$ cat src/rtl/execute_mc_pkg.sv
`default_nettype none
// +----------------------------------------------------------------------+
// | execute_mc_pkg: opcode/func encodings for the MIPS-subset execute    |
// | Rev 1.0 - initial release                                            |
// +----------------------------------------------------------------------+
package execute_mc_pkg;

  typedef logic [5:0] opcode_t;
  typedef logic [5:0] func_t;

  localparam opcode_t c_op_rtype = 6'h00;
  localparam opcode_t c_op_addiu = 6'h09;
  localparam opcode_t c_op_andi  = 6'h0C;
  localparam opcode_t c_op_ori   = 6'h0D;

  localparam func_t c_func_sll   = 6'h00;
  localparam func_t c_func_srl   = 6'h02;
  localparam func_t c_func_sra   = 6'h03;
  localparam func_t c_func_multu = 6'h19;
  localparam func_t c_func_addu  = 6'h21;
  localparam func_t c_func_subu  = 6'h23;
  localparam func_t c_func_and   = 6'h24;
  localparam func_t c_func_or    = 6'h25;
  localparam func_t c_func_xor   = 6'h26;
  localparam func_t c_func_slt   = 6'h2A;
  localparam func_t c_func_sltu  = 6'h2B;

endpackage : execute_mc_pkg
`default_nettype wire

$ cat src/rtl/execute_mc_mul_seq.sv
`default_nettype none
// +----------------------------------------------------------------------+
// | execute_mul_seq: iterative shift-add unsigned multiplier, DW steps   |
// | Rev 1.0 - initial release                                            |
// +----------------------------------------------------------------------+
module execute_mul_seq #(
  parameter int DW = 8
) (
  input  logic          clk,
  input  logic          reset,
  input  logic          start,
  input  logic [DW-1:0] a,
  input  logic [DW-1:0] b,
  output logic          busy,
  output logic          done,
  output logic [DW-1:0] hi,
  output logic [DW-1:0] lo
);

  logic [2*DW-1:0] r_acc;
  logic [2*DW-1:0] r_mcand;
  logic [DW-1:0]   r_mplier;
  logic [DW-1:0]   r_cnt;
  logic            r_busy;
  logic [2*DW-1:0] w_acc_next;

  assign w_acc_next = r_acc + (r_mplier[0] ? r_mcand : '0);

  // The final step's sum is exposed combinationally so the parent can
  // capture the product on the same edge that retires the last step.
  assign busy      = r_busy;
  assign done      = r_busy && (r_cnt == DW'(DW - 1));
  assign {hi, lo}  = w_acc_next;

  always_ff @(posedge clk or posedge reset) begin
    if (reset) begin
      r_acc    <= '0;
      r_mcand  <= '0;
      r_mplier <= '0;
      r_cnt    <= '0;
      r_busy   <= 1'b0;
    end else if (start) begin
      r_acc    <= '0;
      r_mcand  <= {{DW{1'b0}}, a};
      r_mplier <= b;
      r_cnt    <= '0;
      r_busy   <= 1'b1;
    end else if (r_busy) begin
      r_acc    <= w_acc_next;
      r_mcand  <= r_mcand << 1;
      r_mplier <= r_mplier >> 1;
      r_cnt    <= r_cnt + DW'(1);
      if (done) begin
        r_busy <= 1'b0;
      end
    end
  end

endmodule : execute_mul_seq
`default_nettype wire

$ cat src/rtl/execute_mc.sv
`default_nettype none
// +----------------------------------------------------------------------+
// | execute_mc: multi-cycle execute stage, 1-cycle ALU + iterative MULTU |
// | Rev 1.0 - initial release                                            |
// +----------------------------------------------------------------------+
module execute_mc
  import execute_mc_pkg::*;
#(
  parameter int DW   = 8,
  parameter int IMMW = 16,
  parameter int SHW  = 3
) (
  input  logic            clk,
  input  logic            reset,
  input  logic            in_valid,
  output logic            in_ready,
  input  logic [5:0]      opcode,
  input  logic [5:0]      func,
  input  logic [DW-1:0]   rsv,
  input  logic [DW-1:0]   rtv,
  input  logic [IMMW-1:0] imm,
  output logic            out_valid,
  input  logic            out_ready,
  output logic [DW-1:0]   result,
  output logic [DW-1:0]   result_hi,
  output logic            instruction_invalid
);

  localparam logic [1:0] c_idle = 2'd0;
  localparam logic [1:0] c_mul  = 2'd1;
  localparam logic [1:0] c_done = 2'd2;

  logic [1:0]    r_state;
  logic [1:0]    w_next_state;
  logic          w_accept;
  logic          w_is_mul;
  logic          w_alu_inv;
  logic [DW-1:0] w_alu_res;
  logic          w_mul_start;
  logic          w_mul_done;
  logic          w_unused_mul_busy;
  logic [DW-1:0] w_mul_hi;
  logic [DW-1:0] w_mul_lo;
  logic [DW-1:0] r_result;
  logic [DW-1:0] r_result_hi;
  logic          r_invalid;

  // Upper immediate bits never reach a DW-wide datapath.
  generate
    if (IMMW > DW) begin : g_imm_pad
      logic w_unused_imm;
      assign w_unused_imm = ^imm[IMMW-1:DW];
    end
  endgenerate

  always_comb begin
    w_alu_res = '0;
    w_alu_inv = 1'b0;
    w_is_mul  = 1'b0;
    case (opcode)
      c_op_rtype: begin
        case (func)
          c_func_addu:  w_alu_res = rsv + rtv;
          c_func_subu:  w_alu_res = rsv - rtv;
          c_func_and:   w_alu_res = rsv & rtv;
          c_func_or:    w_alu_res = rsv | rtv;
          c_func_xor:   w_alu_res = rsv ^ rtv;
          c_func_slt:   w_alu_res = {{(DW-1){1'b0}}, ($signed(rsv) < $signed(rtv))};
          c_func_sltu:  w_alu_res = {{(DW-1){1'b0}}, (rsv < rtv)};
          c_func_sll:   w_alu_res = rtv << rsv[SHW-1:0];
          c_func_srl:   w_alu_res = rtv >> rsv[SHW-1:0];
          c_func_sra:   w_alu_res = $signed(rtv) >>> rsv[SHW-1:0];
          c_func_multu: w_is_mul  = 1'b1;
          default:      w_alu_inv = 1'b1;
        endcase
      end
      c_op_addiu: w_alu_res = rsv + imm[DW-1:0];
      c_op_andi:  w_alu_res = rsv & imm[DW-1:0];
      c_op_ori:   w_alu_res = rsv | imm[DW-1:0];
      default:    w_alu_inv = 1'b1;
    endcase
  end

  assign w_accept = in_valid && in_ready;

  always_ff @(posedge clk or posedge reset) begin
    if (reset) begin
      r_state <= c_idle;
    end else begin
      r_state <= w_next_state;
    end
  end

  always_comb begin
    w_next_state = r_state;
    case (r_state)
      c_idle: begin
        if (w_accept) begin
          w_next_state = w_is_mul ? c_mul : c_done;
        end
      end
      c_mul: begin
        if (w_mul_done) begin
          w_next_state = c_done;
        end
      end
      c_done: begin
        if (out_ready) begin
          if (in_valid) begin
            w_next_state = w_is_mul ? c_mul : c_done;
          end else begin
            w_next_state = c_idle;
          end
        end
      end
      default: w_next_state = c_idle;
    endcase
  end

  always_comb begin
    in_ready    = (r_state == c_idle) || ((r_state == c_done) && out_ready);
    out_valid   = (r_state == c_done);
    w_mul_start = w_accept && w_is_mul;
  end

  // Result registers only move on a single-cycle accept or a finishing
  // multiply, so they stay frozen while the consumer stalls.
  always_ff @(posedge clk or posedge reset) begin
    if (reset) begin
      r_result    <= '0;
      r_result_hi <= '0;
      r_invalid   <= 1'b1;
    end else if (w_accept && !w_is_mul) begin
      r_result    <= w_alu_res;
      r_result_hi <= '0;
      r_invalid   <= w_alu_inv;
    end else if ((r_state == c_mul) && w_mul_done) begin
      r_result    <= w_mul_lo;
      r_result_hi <= w_mul_hi;
      r_invalid   <= 1'b0;
    end
  end

  assign result              = r_result;
  assign result_hi           = r_result_hi;
  assign instruction_invalid = r_invalid;

  execute_mul_seq #(
    .DW(DW)
  ) u_mul (
    .clk   (clk),
    .reset (reset),
    .start (w_mul_start),
    .a     (rsv),
    .b     (rtv),
    .busy  (w_unused_mul_busy),
    .done  (w_mul_done),
    .hi    (w_mul_hi),
    .lo    (w_mul_lo)
  );

endmodule : execute_mc
`default_nettype wire

$ cat config.mk
export PLATFORM = sky130hd
export DESIGN_NAME = execute_mc
export DESIGN_NICKNAME = d
export VERILOG_FILES = /design/src/rtl/execute_mc_pkg.sv /design/src/rtl/execute_mc_mul_seq.sv /design/src/rtl/execute_mc.sv
export SDC_FILE = /design/constraint.sdc
export NUM_CORES = 1
export LEC_CHECK = 0
export CORE_MARGIN = 8
export CORE_UTILIZATION = 40
export CTS_BUF_LIST = sky130_fd_sc_hd__clkbuf_8
export DETAILED_ROUTE_END_ITERATION = 6
export SYNTH_ARGS = -nofsm -noshare
export SYNTH_HDL_FRONTEND = slang
export SYNTH_SLANG_ARGS = --single-unit
export TNS_END_PERCENT = 50
$ cat constraint.sdc
create_clock -name clk -period 3.7 [get_ports clk]
set_input_delay 1.11 -clock clk [delete_from_list [all_inputs] [get_ports clk]]
set_output_delay 1.11 -clock clk [all_outputs]
set_load 0.05 [all_outputs]
==> impl_metrics.ini, run 1 <==
[route]
avgViaCountPerCell = 5.62
vias = 5858
drtPass1Iterations = 5
detail_route.wl_per_cell_um = 18.2
drt_iter0_drc = 428
drtAntennaViolNets = 0
route.detailed.drc = 0
wl_um = 18900

[clocking]
cts_htree_levels = 3
clock-sinks = 68
root_buffer = clkbuf_8
clockBufferDepth = 2
numCtsBuffers = 9
tritoncts = done
clock_latency_ns = 0.35
clk_pin_slew_ns = 0.09
postCtsSetupBuffers = 0

[synth]
synth_largest_area_cell = dfrtp_1
synth.most_common_cell = nor2_1
netlist_area_um2 = 6230
postSynthCellCount = 745
synth_top_flop_cell = dfrtp_1
synth_edf_count = 0
yosysSeqAreaShare_pct = 27.3
synthArstFlopShare_pct = 100
yosys-top-cells-count = nor2_1, nand2_1, dfrtp_1
avgSynthCellArea_um2 = 8.37
yosysTopAreaCellShare_pct = 26.9
synth.area.top_cells = dfrtp_1, ha_1, mux2i_1, a21oi_1, nor2_1
synth_warnings = 0
syn_nets = 853
synth-seq-cells = 68
synth_cell_types = 83

[timing]
hold_violations = 0
rsz0062_at_grt = false
finalCritPeriodShare_pct = 97.3
max_freq_ghz = 0.278
setup_viol = 0
fin_setup_tns_ns = 0
worst_pin_slew_ns = 0.785
hold_ws_ns = 0.484
fin_ws_ns = 0.0989
skew_ns = 0.0156
drv_slew = 0
slew_headroom_pct = 47.4
period_minus_slack_ns = 3.60

[cells_and_area]
regArea_um2 = 1700
layout-drive-gt1-share_pct = 15.2
syn2layout_area_growth_pct = 23.5
multiInputGateArea_um2 = 4240
final_cells = 1043
fill_cells = 1432
diodes = 0
nets = 958

[die]
core_um2 = 15200
dieWidth_um = 141
io_pins = 67
fp.dieArea_um2 = 19800
start_util_pct = 41.0
row_count = 45
fp.dieH_um = 141

[grt]
grt_pass1_vias = 5892
grt_pass1_wl_um = 30500
grt_max_degree = 69
grt_overflow_total = 0
grt_util_all_layers_pct = 19.1
antenna_found_initial = 0

[setup_path]
endpoint_kind = register
worstPathRequired_ns = 3.99
cp_max_fo = 8
cp-start-kind = primary input
cp.arrival_ns = 3.89
path_class = in -> reg

[hold_path]
min_path_type = reg -> reg

[pwr]
power.leakage_nw = 3.43
p_sw_w = 0.000808
p_seq_share_pct = 38.9
swShare_pct = 35.1
p_int_w = 0.00149
power_frac_comb_pct = 33.1
ir_drop_mv = 0.175
clkPwrFrac_pct = 27.9
power_w = 0.00230
power_density_nw_per_um2 = 299

[placed_design]
gp_congestion = 0.944
dp_slack_ns = -0.214
place_inst = 1027
place_hpwl_um = 14900
port_buffers = 58

[run]
max-cap-violations = 0

[outcome]
status = finished, final reports clean
==> repair_timing <==
| item | CTS | global route |
|---|---|---|
| hold buffers | 0 | 0 |
| gates resized for setup | 0 | 1 |
| setup endpoints to repair | 0 | 1 |
==> registers in the layout, summed over array words and instances (netlist names), 2 cells and up <==
name / flops
u_mul.r_mplier: 8
u_mul.r_mcand: 16
result: 8
r_state: 2
u_mul.r_acc: 16
result_hi: 8
u_mul.r_cnt: 8
==> per-layer routing <==
layer  wire, um  track usage (%)
met5          0                0
met4        636             7.69
met3       1010             3.04
met2       9020             32.0
met1       8260             24.0
==> power by group through the flow <==
| stage | Sequential, W | Combinational (W) | Clock, W |
|---|---|---|---|
| after floorplan | 0.000911 | 0.000475 | 0 |
| after global placement | 0.000903 | 0.000738 | 0 |
| after detailed placement | 0.000911 | 0.000760 | 0 |
| after CTS | 0.000897 | 0.000762 | 0.000654 |
| after global routing | 0.000909 | 0.000842 | 0.000689 |
| final | 0.000897 | 0.000763 | 0.000643 |
==> through the flow <==
stage,cell area (um2),util (%)
after floorplan,6230,-
after global placement,7490,49.3
after detailed placement,7490,49.3
after CTS,7690,50.6
after global routing,7700,50.6
final,7700,50.6
==> worst max-delay path, cell delays in order <==
cell,delay (ns)
clkdlybuf4s50_1,0.39
buf_4,0.17
inv_2,0.06
ha_1,0.15
inv_1,0.07
fa_1,0.42
nand2b_1,0.09
a21oi_1,0.08
o21bai_1,0.15
a21oi_1,0.13
o41a_2,0.45
a31oi_1,0.35
buf_4,0.17
or3_1,0.08
==> cells by family (layout without fill, tap and decap cells) <==
group | after synthesis | in the layout | synth area share, %
AOI/OAI and AO/OA | 201 | 201 | 20.9
xor gates and xnor gates | 30 | 30 | 4.22
adders and majority gates | 60 | 60 | 12.5
buffers and inverters | 75 | 185 | 4.88
DFF | 68 | 68 | 27.3
muxes | 52 | 52 | 9.13
and+or+nand+nor | 259 | 259 | 21.0
==> cell type report <==
cell class / count / share of cell area, %
timing repair buffer: 131 / 15.3
sequential: 68 / 22.1
clock buffer: 9 / 1.61
tap: 188 / 3.06
inverter: 38 / 1.85
multi-input combinational: 602 / 55.0
clock inverter: 7 / 1.04
==> cell usage in the layout (no fill, tap or decap), types with 20 or more instances in the layout <==
cell             count
a21oi_1             61
and2_1              20
buf_4               70
clkdlybuf4s50_1     57
dfrtp_1             66
ha_1                56
inv_1               36
mux2i_1             42
nand2_1             69
nor2_1              73
o21ai_0             53
==> path summary, 6_finish.rpt <==
kind                             endpoint  cells after the start  slack (ns)               from
setup / recovery                result[6]                     14         0.1             rsv[0]
hold / removal               result_hi[4]                      2        0.48       result_hi[4]
setup reg to reg             result_hi[4]                     10        0.72  u_mul.r_mplier[0]
hold reg to reg              result_hi[4]                      2        0.48       result_hi[4]
max in group asynchronous      u_mul.busy                      3        2.22              reset
min in group asynchronous  u_mul.r_acc[4]                      3        1.15              reset
Power figures use the tool's default switching activity.
==> run 2: changes to the inputs <==
--- a/config.mk
+++ b/config.mk
@@ -9,6 +9,7 @@
 export CORE_UTILIZATION = 40
 export CTS_BUF_LIST = sky130_fd_sc_hd__clkbuf_8
 export DETAILED_ROUTE_END_ITERATION = 6
+export GPL_ROUTABILITY_DRIVEN = 0
 export SYNTH_ARGS = -nofsm -noshare
 export SYNTH_HDL_FRONTEND = slang
 export SYNTH_SLANG_ARGS = --single-unit
==> impl_metrics.ini, run 2 (synthesis results as in run 1) <==
[setup_path]
cp_max_fo = 13
endpoint_kind = register
cp-start-kind = primary input
cp.arrival_ns = 3.76
path_class = in -> reg
worstPathRequired_ns = 3.90

[cells_and_area]
nets = 951
syn2layout_area_growth_pct = 22.7
design_area_um2 = 7650
layout-drive-gt1-share_pct = 14.4
layout_commonest_cell = nor2_1
layout_common_cells = nor2_1, nand2_1, dfrtp_1, buf_4, a21oi_1
diodes = 0
final_core_util_pct = 50.3
largestRegisters = u_mul.r_acc: 16 flops, u_mul.r_mcand: 16 flops

[placed_design]
port_buffers = 58
dpl_cell_area_um2 = 7440
dp_slack_ns = -0.200
place_hpwl_um = 14500

[grt]
grt_overflow_total = 0
grt_max_degree = 56
antenna_found_initial = 0
grt_pass1_wl_um = 29500
grt_util_all_layers_pct = 18.4
grt_pass1_vias = 5768

[timing]
setup_viol = 0
fin_ws_ns = 0.142
period_minus_slack_ns = 3.56
worst_pin_slew_ns = 0.728
drv_slew = 0
finalCritPeriodShare_pct = 96.2
max_freq_ghz = 0.281
slew_headroom_pct = 51.5
skew_ns = 0.0111
rsz0062_at_grt = false
hold_violations = 0
hold_ws_ns = 0.478

[die]
fp.dieArea_um2 = 19800
fp.dieH_um = 141
dieWidth_um = 141
io_pins = 67
start_util_pct = 41.0
row_count = 45
core_um2 = 15200

[hold_path]
min_path_type = reg -> reg

[pwr]
clkPwrFrac_pct = 28.0
ir_drop_mv = 0.148
p_int_w = 0.00151
p_seq_share_pct = 39.1
power_w = 0.00229
swShare_pct = 34.3
power.leakage_nw = 3.40
p_sw_w = 0.000786
power_density_nw_per_um2 = 300
power_frac_comb_pct = 33.0

[clocking]
hold_buffers = 0
numCtsBuffers = 9
clock-sinks = 68
root_buffer = clkbuf_8
clk_pin_slew_ns = 0.08
tritoncts = done
postCtsSetupBuffers = 0
cts_htree_levels = 3
cts_resized = 0
clockBufferDepth = 2
clock_latency_ns = 0.35

[route]
drtPass1Iterations = 5
drt_iter0_drc = 385
route.detailed.drc = 0
drtAntennaViolNets = 0
avgViaCountPerCell = 5.59
detail_route.wl_per_cell_um = 17.8
wl_um = 18500
vias = 5788

[outcome]
status = finished, final reports clean

[run]
max-cap-violations = 0
[run 2: changes by cell type in the layout (fill, tap and decap cells not counted)]
cell | before | now
inv_6 | 4 | 2
clkinv_4 | 0 | 1
mux2i_1 | 42 | 43
buf_4 | 70 | 63
mux2i_2 | 1 | 0
clkbuf_8 | 9 | 10
[run 2: path summary, 6_finish.rpt]
kind / from / endpoint / slack (ns) / cells after the start
max: rsv[0] / result[0] / 0.14 / 10
min in group asynchronous: reset / u_mul.r_acc[8] / 1.16 / 2
max in group asynchronous: reset / u_mul.busy / 1.89 / 3
min reg2reg: result_hi[4] / result_hi[4] / 0.48 / 2
max reg2reg: u_mul.r_mplier[0] / result_hi[6] / 0.77 / 10
min: result_hi[4] / result_hi[4] / 0.48 / 2
[run 2: final cells by class]
type	instances	area, um2
tap	188	235
clock buffer	10	138
inverter	38	143
timing repair buffer	124	1120
sequential	68	1700
multi-input combinational	602	4230
fill	1451	7560
clock inverter	6	71.3
[run 2: routing by layer]
layer  GRT usage [%]  share of wire, %  vias to the layer above
li1                -                 -                     2839
met1            23.5                45                     2745
met2            30.4                47                      169
met3            3.21               6.1                       35
met4            6.90               2.7                        0
met5               0                 0                        -
[run 2: power by group through the flow]
stage          clock network (W)  logic (W)  registers [W]
2_1_floorplan                  0   0.000475       0.000911
3_3_place_gp                   0   0.000731       0.000903
3_5_place_dp                   0   0.000749       0.000908
4_1_cts                 0.000663   0.000753       0.000895
5_1_grt                 0.000686   0.000833       0.000910
6_report                0.000641   0.000755       0.000895
[run 2: critical path, stage by stage]
cell and delay (ns):
clkdlybuf4s50_1 0.62, buf_4 0.22, buf_4 0.22, mux2i_1 0.25, nor2_1 0.06, a21oi_1 0.21, a21oi_1 0.11, a211o_1 0.31
a221oi_1 0.42, o311ai_0 0.23
[run 2: stage by stage]
stage | cells | setup TNS (ns)
2_1_floorplan | 745 | 0
3_3_place_gp | 1020 | -0.484
3_5_place_dp | 1020 | -0.624
4_1_cts | 1036 | 0
5_1_grt | 1036 | 0
6_report | 1036 | 0
